<file path="src/rtl/window_streamer.sv">
// Nucleotide stream front end: builds overlapping k-mer windows, drives the hasher handshake and
// tags each window as insert/query. Optional tail padding: WINDOW_STREAMER_TAIL_PAD_EN.
module window_streamer #(
    parameter int unsigned WINDOW_SIZE              = 128,
    parameter int unsigned KMER_SIZE                = 16,
    parameter int unsigned NUCS_PER_BEAT            = 1,
    parameter int unsigned MAX_WINDOWS_IN_REFERENCE = 1024
) (
    input  logic                         clk_i,
    input  logic                         reset_window_streamer_i,
    input  logic                         nuc_valid_i,
    output logic                         nuc_ready_o,
    input  logic [2*NUCS_PER_BEAT-1:0]   nuc_data_i,
    input  logic                         nuc_last_i,
    input  logic                         seq_is_reference_i,
    output logic [WINDOW_SIZE-1:0][1:0]  window_o,
    output logic                         reset_window_hasher_o,
    output logic                         ready_for_hashing_o,
    input  logic                         hashing_is_done_i,
    output logic                         is_insert_o,
    output logic                         is_query_o,
    output logic [31:0]                  window_id_o,
    output logic                         seq_done_o,
    output logic                         ref_overflow_o,
    output logic                         tail_window_o
);

    localparam int unsigned Stride = WINDOW_SIZE - KMER_SIZE + 1;
    localparam int unsigned CntW   = $clog2(WINDOW_SIZE + 1);
    localparam int unsigned BufW   = 2 * WINDOW_SIZE;
    localparam int unsigned BeatW  = 2 * NUCS_PER_BEAT;

    localparam logic [CntW-1:0] WinCnt  = CntW'(WINDOW_SIZE);
    localparam logic [CntW-1:0] KeepCnt = CntW'(KMER_SIZE - 1);
    localparam logic [CntW-1:0] BeatCnt = CntW'(NUCS_PER_BEAT);

    if (KMER_SIZE == 0 || KMER_SIZE > WINDOW_SIZE) begin : g_bad_kmer
        $error("window_streamer: KMER_SIZE must be in 1..WINDOW_SIZE");
    end
    if ((WINDOW_SIZE % NUCS_PER_BEAT) != 0 || (Stride % NUCS_PER_BEAT) != 0) begin : g_bad_npb
        $error("window_streamer: NUCS_PER_BEAT must divide WINDOW_SIZE and the stride");
    end

    typedef enum logic [2:0] {
        StFill,
        StTail,
        StPrep,
        StHash,
        StCommit,
        StDone
    } state_e;

    state_e            state_q;
    logic [CntW-1:0]   cnt_q;
    logic [BufW-1:0]   buf_q;
    logic [31:0]       id_q;
    logic              is_ref_q;
    logic              first_q;
    logic              last_q;
    logic              ready_q;
    logic              rwh_q;
    logic              rfh_q;
    logic              ins_q;
    logic              qry_q;
    logic              done_q;
    logic              ovf_q;

    logic              beat_acc;
    logic [CntW-1:0]   cnt_d;
    logic [BufW-1:0]   buf_d;

    // ready_q is only ever high while in StFill, so it doubles as the state qualifier.
    assign beat_acc = nuc_valid_i & ready_q;
    assign cnt_d    = cnt_q + BeatCnt;
    assign buf_d    = (buf_q >> BeatW) | (BufW'(nuc_data_i) << (BufW - BeatW));

`ifdef WINDOW_STREAMER_TAIL_PAD_EN
    logic            tail_q;
    logic [BufW-1:0] buf_pad;

    // Slide the valid remainder down to index 0; zeros (A) fill the top.
    assign buf_pad       = buf_q >> (2 * (WINDOW_SIZE - 32'(cnt_q)));
    assign tail_window_o = tail_q;
`else
    assign tail_window_o = 1'b0;
`endif

    always_ff @(posedge clk_i) begin
        if (reset_window_streamer_i) begin
            state_q  <= StFill;
            cnt_q    <= '0;
            buf_q    <= '0;
            id_q     <= '0;
            is_ref_q <= 1'b0;
            first_q  <= 1'b1;
            last_q   <= 1'b0;
            ready_q  <= 1'b0;
            rwh_q    <= 1'b0;
            rfh_q    <= 1'b0;
            ins_q    <= 1'b0;
            qry_q    <= 1'b0;
            done_q   <= 1'b0;
            ovf_q    <= 1'b0;
`ifdef WINDOW_STREAMER_TAIL_PAD_EN
            tail_q   <= 1'b0;
`endif
        end else begin
            rwh_q  <= 1'b0;
            ins_q  <= 1'b0;
            qry_q  <= 1'b0;
            done_q <= 1'b0;
            unique case (state_q)
                StFill: begin
                    ready_q <= 1'b1;
                    if (beat_acc) begin
                        buf_q <= buf_d;
                        cnt_q <= cnt_d;
                        if (first_q) begin
                            first_q  <= 1'b0;
                            is_ref_q <= seq_is_reference_i;
                            id_q     <= '0;
                        end
                        if (cnt_d == WinCnt) begin
                            state_q <= StPrep;
                            ready_q <= 1'b0;
                            rwh_q   <= 1'b1;
                            last_q  <= nuc_last_i;
                        end else if (nuc_last_i) begin
                            state_q <= StTail;
                            ready_q <= 1'b0;
                        end
                    end
                end
                StTail: begin
`ifdef WINDOW_STREAMER_TAIL_PAD_EN
                    if (cnt_q > KeepCnt) begin
                        buf_q   <= buf_pad;
                        state_q <= StPrep;
                        rwh_q   <= 1'b1;
                        tail_q  <= 1'b1;
                        last_q  <= 1'b1;
                    end else begin
                        state_q <= StDone;
                        done_q  <= 1'b1;
                    end
`else
                    state_q <= StDone;
                    done_q  <= 1'b1;
`endif
                end
                StPrep: begin
                    state_q <= StHash;
                    rfh_q   <= 1'b1;
                end
                StHash: begin
                    if (hashing_is_done_i) begin
                        state_q <= StCommit;
                        rfh_q   <= 1'b0;
                        if (!is_ref_q) begin
                            qry_q <= 1'b1;
                        end else if (id_q < MAX_WINDOWS_IN_REFERENCE) begin
                            ins_q <= 1'b1;
                        end else begin
                            ovf_q <= 1'b1;
                        end
                    end
                end
                StCommit: begin
                    id_q <= id_q + 32'd1;
`ifdef WINDOW_STREAMER_TAIL_PAD_EN
                    tail_q <= 1'b0;
`endif
                    if (last_q) begin
                        state_q <= StDone;
                        done_q  <= 1'b1;
                        cnt_q   <= '0;
                    end else begin
                        // Keep the k-1 overlap; the next window needs only a stride of new data.
                        state_q <= StFill;
                        ready_q <= 1'b1;
                        cnt_q   <= KeepCnt;
                    end
                end
                StDone: begin
                    state_q <= StFill;
                    ready_q <= 1'b1;
                    cnt_q   <= '0;
                    first_q <= 1'b1;
                    last_q  <= 1'b0;
                end
                default: begin
                    state_q <= StFill;
                    ready_q <= 1'b0;
                end
            endcase
        end
    end

    assign nuc_ready_o           = ready_q;
    assign window_o              = buf_q;
    assign reset_window_hasher_o = rwh_q;
    assign ready_for_hashing_o   = rfh_q;
    assign is_insert_o           = ins_q;
    assign is_query_o            = qry_q;
    assign window_id_o           = id_q;
    assign seq_done_o            = done_q;
    assign ref_overflow_o        = ovf_q;

endmodule

</file>
<file path="config.mk">
export PLATFORM = sky130hd
export DESIGN_NAME = window_streamer
export DESIGN_NICKNAME = d
export VERILOG_FILES = /design/src/rtl/window_streamer.sv
export SDC_FILE = /design/constraint.sdc
export NUM_CORES = 1
export LEC_CHECK = 0
export BUFFER_PORTS_ARGS = -buffer_cell sky130_fd_sc_hd__buf_4
export CAP_MARGIN = 15
export CORE_UTILIZATION = 50
export CTS_CLUSTER_SIZE = 30
export DETAILED_ROUTE_END_ITERATION = 8
export PLACE_DENSITY = 0.74
export SYNTH_ARGS = -nofsm -noshare
export SYNTH_HDL_FRONTEND = slang
export SYNTH_SLANG_ARGS = --single-unit
</file>
<file path="constraint.sdc">
create_clock -name clk_i -period 3.69 [get_ports clk_i]
set_input_delay 0.1845 -clock clk_i [delete_from_list [all_inputs] [get_ports clk_i]]
set_output_delay 0.1845 -clock clk_i [all_outputs]
set_load 0.005 [all_outputs]
</file>
==> After elaboration in Yosys (flattened, before gate mapping) <==
Cells that the tools add are included.
{ "totals": {"latch_bits": 0, "word_cells": 86, "mem_bits_ro": 0, "ram_bits": 0, "mem_count": 0, "out_inout_bits": 296, "in_bits": 8, "reg_bits": 309} }
{ "op_classes": {"bitwise": 9, "multipliers": 0, "n_lt_le_gt_ge": 1, "reduce_logical": 19, "shifts": 0, "n_div": 0, "mux": 29, "n_eq_ne": 12, "add_sub_neg": 2} }
{ "op_table": {"columns": ["operator", "count"], "rows": [
  ["$or A254 B256 Y256", 1],
  ["$mux W32", 2],
  ["$pmux W32 S2", 1],
  ["$add A32 B1 Y32 const B", 1],
  ["$lt A32 B11 Y1 const B", 1],
  ["$pmux W8 S3", 1],
  ["$mux W3", 5],
  ["$pmux W3 S5", 1],
  ["$mux W1", 12],
  ["$reduce_and A3 Y1", 4],
  ["$ne A2 B2 Y1 const B", 5],
  ["$reduce_and A2 Y1", 5],
  ["$reduce_or A3 Y1", 3],
  ["$add A8 B1 Y8 const B", 1],
  ["$eq A8 B8 Y1 const B", 1],
  ["$mux W8", 1],
  ["$pmux W1 S2", 4],
  ["$not A1 Y1", 7],
  ["$eq A3 B2 Y1 const B", 2],
  ["$eq A3 B3 Y1 const B", 2],
  ["$reduce_bool A2 Y1", 3],
  ["$mux W4", 1],
  ["$pmux W1 S4", 1],
  ["$reduce_and A4 Y1", 1],
  ["6 further kinds", 6]
]} }

==> Depth between registers and ports, before layout <==
{ "depth": {"ltp_word": 5, "ltp_mapped": 8, "mapped_depth_nobuf": 6} }

==> Worst setup path after synthesis <==
Ideal clock, no wire load.
{ "synth_timing": {"path_kind": "reg-to-reg", "start": "reg cnt_q[1]", "end": "reg ready_q (netlist: nuc_ready_o)", "synth_period_minus_slack_ns": 1.998, "required_ns": 3.570, "n_path_buf": 0, "path_stages_with_launch": 7, "setup_time_ns": 0.120, "arrival_ns": 1.878, "path_slack_ns": 1.692, "cell_sequence": "dfxtp_1 > ha_1 > nand4_1 > or4_1 > and4b_1 > or2_1 > a211o_1"} }
{ "synth_between": {"elab_chain_len": 5} }
{ "synth_lines": {"columns": ["item", "line", "source"], "rows": [
  ["start, declared", "54", "logic [CntW-1:0] cnt_q;"],
  ["start signal, assigned", "117", "cnt_q <= cnt_d;"],
  ["start signal, assigned", "181", "cnt_q <= KeepCnt;"],
  ["$add A8 B1 Y8", "74", "assign cnt_d = cnt_q + BeatCnt;"],
  ["$eq A8 B8 Y1", "123", "if (cnt_d == WinCnt) begin"],
  ["$mux W1", "123", null],
  ["$mux W1", "115", "if (beat_acc) begin"],
  ["$pmux W1 S4", "112", "unique case (state_q)"],
  ["end signal, assigned", "114", "ready_q <= 1'b1;"],
  ["end signal, assigned", "125", "ready_q <= 1'b0;"],
  ["end signal, assigned", "130", "ready_q <= 1'b0;"],
  ["end, declared", "60", "logic ready_q;"]
]} }
Every way passes these cells.
A chain may end at the register's enable or synchronous reset.

==> Final worst setup path <==
{ "layout_timing": {"start": "reg state_q[2]", "end": "reg buf_q[151] (netlist: window_o[151])"} }
{ "layout_between": {"elab_chain_len": 2} }
{ "layout_lines": {"columns": ["item", "line", "source"], "rows": [
  ["start, declared", "53", "state_e state_q;"],
  ["start signal, assigned", "90", "state_q <= StFill;"],
  ["start signal, assigned", "124", "state_q <= StPrep;"],
  ["start signal, assigned", "129", "state_q <= StTail;"],
  ["$logic_not A3 Y1", "112", null],
  ["$reduce_and A2 Y1 (no source line)", null, null],
  ["end signal, assigned", "116", "buf_q <= buf_d;"],
  ["end, declared", "55", "logic [BufW-1:0] buf_q;"]
]} }
Every way passes these cells.

==> metrics.md <==
| Metric | Value |
|---|---|
| Sequential-to-total area share from yosys stat | 0.543 |
| Vias in the first global route | 9500 |
| Placed inst area | roughly 14000 µm² |
| Sum of negative setup slack | 0 ps |
| Cell type contributing the most total cell area after synthesis | sky130_fd_sc_hd__dfxtp_1 |
| TritonCTS clock tree | yes |
| MaxCap Viol Count | 0 |
| Share of the synthesized area in compound gates (AO/OA/AOI/OAI) | 0.156 |
| Dominant cell by count in the synthesized netlist | sky130_fd_sc_hd__nand2_1 |
| Nets@finish | around 1700 |
| Crit. Startpoint | state_q[2] |
| Number of levels the H-tree was split into | 2 |
| Leakage dissipation | around 5.7 nW |
| Post-route worst setup slack | approximately 1100 ps |
| Fraction of final layout cells sized beyond drive strength 1 | 0.220 |
| Top cells by count, synth | sky130_fd_sc_hd__nand2_1, sky130_fd_sc_hd__dfxtp_1, sky130_fd_sc_hd__a21oi_1 |
| Count of pins over their slew limit | 0 |
| Clock buffers created by TritonCTS | 34 |
| Number of enable-type register cells in the synthesized netlist | 0 |
| Warning count from the yosys run | 0 |
| Clock slew at the register clock pins of the worst setup and hold paths | ~60 ps |
| Dominant combinational cell family by area after synthesis | simple AND/OR/NAND/NOR gates |
| Number of buffers on the longest clock path | 3 |
| Die X-Extent | between 150 and 200 µm |
| Root cell of the clock tree | sky130_fd_sc_hd__clkbuf_16 |
| Largest net degree at the start of global routing | between 100 and 150 |
| Logic depth of the worst register-to-register path | 5 |
| Slew @ Worst Pin | roughly 940 ps |
| Synthesized net count | between 1000 and 1500 |
| R2R Path Start | state_q[2] |
| Worst slack at placement | ~1100 ps |
| Number of top-level pins | just over 300 |
| Final Critical Period | 2580 ps |
| Detailed-route DRC error count | 0 |
| R2R setup slack | ~1100 ps |
| Iter 0 DRT Violations | just under 700 |
| GRT Resource Usage Total | 0.241 |
| Total non-filler cell area in the finished layout | about 15000 µm² |
| Number of distinct library cells after synthesis | 54 |
| Final estimated routing congestion in global placement | about 0.81 |
| Adder-cell share of the synthesized area | 0.00220 |
| Post-CTS sizing | 0 |
| Arrival time reported for the critical path endpoint | between 2000 and 3000 ps |
| Setup crit start kind | flip-flop |
| Core ar. | 22100 µm² |
| Setup fix buffers added after clock tree synthesis | 0 |
| Async set-reset flop share out of synthesis | 0 |
| Highest net fanout along the worst path | 79 |
| Wire length of the first global-routing pass | between 40000 and 50000 µm |
| Insertion delay to the later sink of the worst-skew pair | approximately 500 ps |
| Worst supply voltage drop on vdd | just over 0.4 mV |
| Post-DR wirelength/cell | 14.5 µm |
| Die area | around 23000 µm² |
| Type of the worst min-delay path | input pin to flip-flop |
| Detailed placer's ending HPWL | approximately 19000 µm |
| Total detailed-routing wirelength | roughly 29000 µm |
| Site Rows | 54 |
| Clk_skew | 9.93 ps |
| ANT cells | 0 |
| Y dimension of the die | 153 µm |
| Netlist area before placement | ~11000 µm² |
| Post-Synth XOR/XNOR Area | 0.00692 |
| Average via count per standard cell | 5.28 |
| Initial antenna violation count | 0 |
| Post-route ant nets | 0 |
| Total congestion overflow | 0 |
| Count of endpoints failing setup in the final report | 0 |
| Data required time at the worst endpoint | 4030 ps |
| Proportion of netlist area held by the largest area contributor | 0.543 |
| Type of the worst setup path | flip-flop to flip-flop |
| DR pass1 iterations | 5 |
| Register bit total from synthesis | 309 |
| Reg-to-reg endpoint | window_o[151] |
| Layout overhead on the synthesized area | 31.2% |
| Mux cell area share after synthesis | 0.000988 |
| Area contributors post-synth | sky130_fd_sc_hd__dfxtp_1, sky130_fd_sc_hd__nand2_1, sky130_fd_sc_hd__a21oi_1, sky130_fd_sc_hd__clkbuf_1, sky130_fd_sc_hd__nor2_1 |
| Cell area power density | just under 500 nW/µm² |
| Critical Path Sink Type | flip-flop |
| Via count | 10500 |
| Number of standard cells after synthesis | around 1400 |
| Number of buffer cells added on primary ports | 302 |
| Sink count of the clock tree | 309 |
| Max Clk Rate | 0.388 GHz |
| End of the critical path | window_o[151] |
| Run status | completed |
| Final cycle utilization of the critical path | 0.699 |
| Primary FF master, synth | sky130_fd_sc_hd__dfxtp_1 |
| Max-slew headroom at the worst pin | 0.370 |
| Synth Area per Inst | slightly below 8 µm² |
| Unrepaired setup endpoints after global routing | no |
| Endpoints failing hold | 0 |
| Simple-Gate Fraction of Synth Area | 0.250 |
| Starting utilization of the core area | 0.516 |
==> report_power, final <==
group | switching (mW) | internal, mW | total [mW]
logic | 0.323 | 0.0748 | 0.398
clock network | 1.33 | 2.29 | 3.61
registers | 0.0182 | 3.35 | 3.37
total | 1.67 | 5.71 | 7.38
==> per-layer routing <==
layer	vias to the layer above	track usage	routed length, µm
li1	5299	-	-
met1	4871	0.310	12500
met2	309	0.388	13500
met3	62	0.0593	2010
met4	0	0.101	956
met5	-	0	0
==> critical path: stages (launching register included) <==
cell	delay, ps
sky130_fd_sc_hd__dfxtp_1	410
sky130_fd_sc_hd__nor3_1	640
sky130_fd_sc_hd__nand2_4	620
sky130_fd_sc_hd__buf_4	490
sky130_fd_sc_hd__nand2_1	120
sky130_fd_sc_hd__a21oi_1	70
==> through the flow <==
step | power (mW) | hold WS (ps) | cells | utilization
6_report | 7.38 | 31.6 | 1997 | 0.677
5_1_grt | 7.64 | 16.8 | 1997 | 0.677
4_1_cts | 7.46 | 11.3 | 1997 | 0.677
3_5_place_dp | 3.84 | 442 | 1933 | 0.620
3_3_place_gp | 3.84 | 436 | 1933 | 0.620
2_1_floorplan | 3.75 | 320 | 1444 | -
==> placed cells by master (no fill, tap or decap), types with 4 or more instances in the layout <==
master                          count
sky130_fd_sc_hd__clkinv_2           9
sky130_fd_sc_hd__buf_4            306
sky130_fd_sc_hd__nor4_1             7
sky130_fd_sc_hd__and3_1             7
sky130_fd_sc_hd__or4_1              7
sky130_fd_sc_hd__clkbuf_16         35
sky130_fd_sc_hd__nand4_1           13
sky130_fd_sc_hd__inv_1              6
sky130_fd_sc_hd__clkbuf_8           4
sky130_fd_sc_hd__dfxtp_1          309
sky130_fd_sc_hd__nand3_1           17
sky130_fd_sc_hd__buf_12             4
sky130_fd_sc_hd__o31ai_1            4
sky130_fd_sc_hd__nor3_1             9
sky130_fd_sc_hd__o21ai_0           18
sky130_fd_sc_hd__nand2_1          541
sky130_fd_sc_hd__a211oi_1           5
sky130_fd_sc_hd__nor2_1            31
sky130_fd_sc_hd__or3_1             13
sky130_fd_sc_hd__a21oi_1          289
sky130_fd_sc_hd__nand2b_1           7
sky130_fd_sc_hd__xor2_1             9
sky130_fd_sc_hd__bufinv_16          7
sky130_fd_sc_hd__dlygate4sd3_1      4
==> layout make-up <==
type | count | area (µm²)
sequential | 309 | 6190
clock buffer | 41 | 928
multi-input combinational | 1027 | 4750
fill | 1865 | 7140
clock inverter | 19 | 280
timing repair buffer | 315 | 2430
tap | 280 | 350
inverter | 6 | 22.5
==> kinds of logic after synthesis <==
kind of cell,Yosys count
AND/OR/NAND/NOR,677
XOR/XNOR,9
buffers and inverters,108
adder cells (fa/ha/maj),2
flip-flops,309
other,1
AO/OA/AOI/OAI,337
multiplexers,1
==> worst min path at each step <==
stage,to,slack (ps),cells after the start,startpoint
after floorplan,window_o[254],320,2,nuc_data_i[0]
after global placement,window_o[255],440,3,nuc_data_i[1]
after detailed placement,window_o[255],440,3,nuc_data_i[1]
after CTS,is_query_o,10,3,hashing_is_done_i
after global routing,is_query_o,20,3,hashing_is_done_i
final,is_query_o,30,3,hashing_is_done_i
==> state kept, by name, summed over array words and instances (netlist names) <==
signal,flops
window_o,256
window_id_o,32
cnt_q,8
state_q,3
first_q,1
is_insert_o,1
is_query_o,1
is_ref_q,1
last_q,1
nuc_ready_o,1
ready_for_hashing_o,1
ref_overflow_o,1
reset_window_hasher_o,1
seq_done_o,1
==> timing repair <==
item | CTS | global route
hold endpoints to repair | 4 | 0
setup endpoints to repair | 0 | 0
hold buffers | 4 | 0
Power figures use the tool's default switching activity.
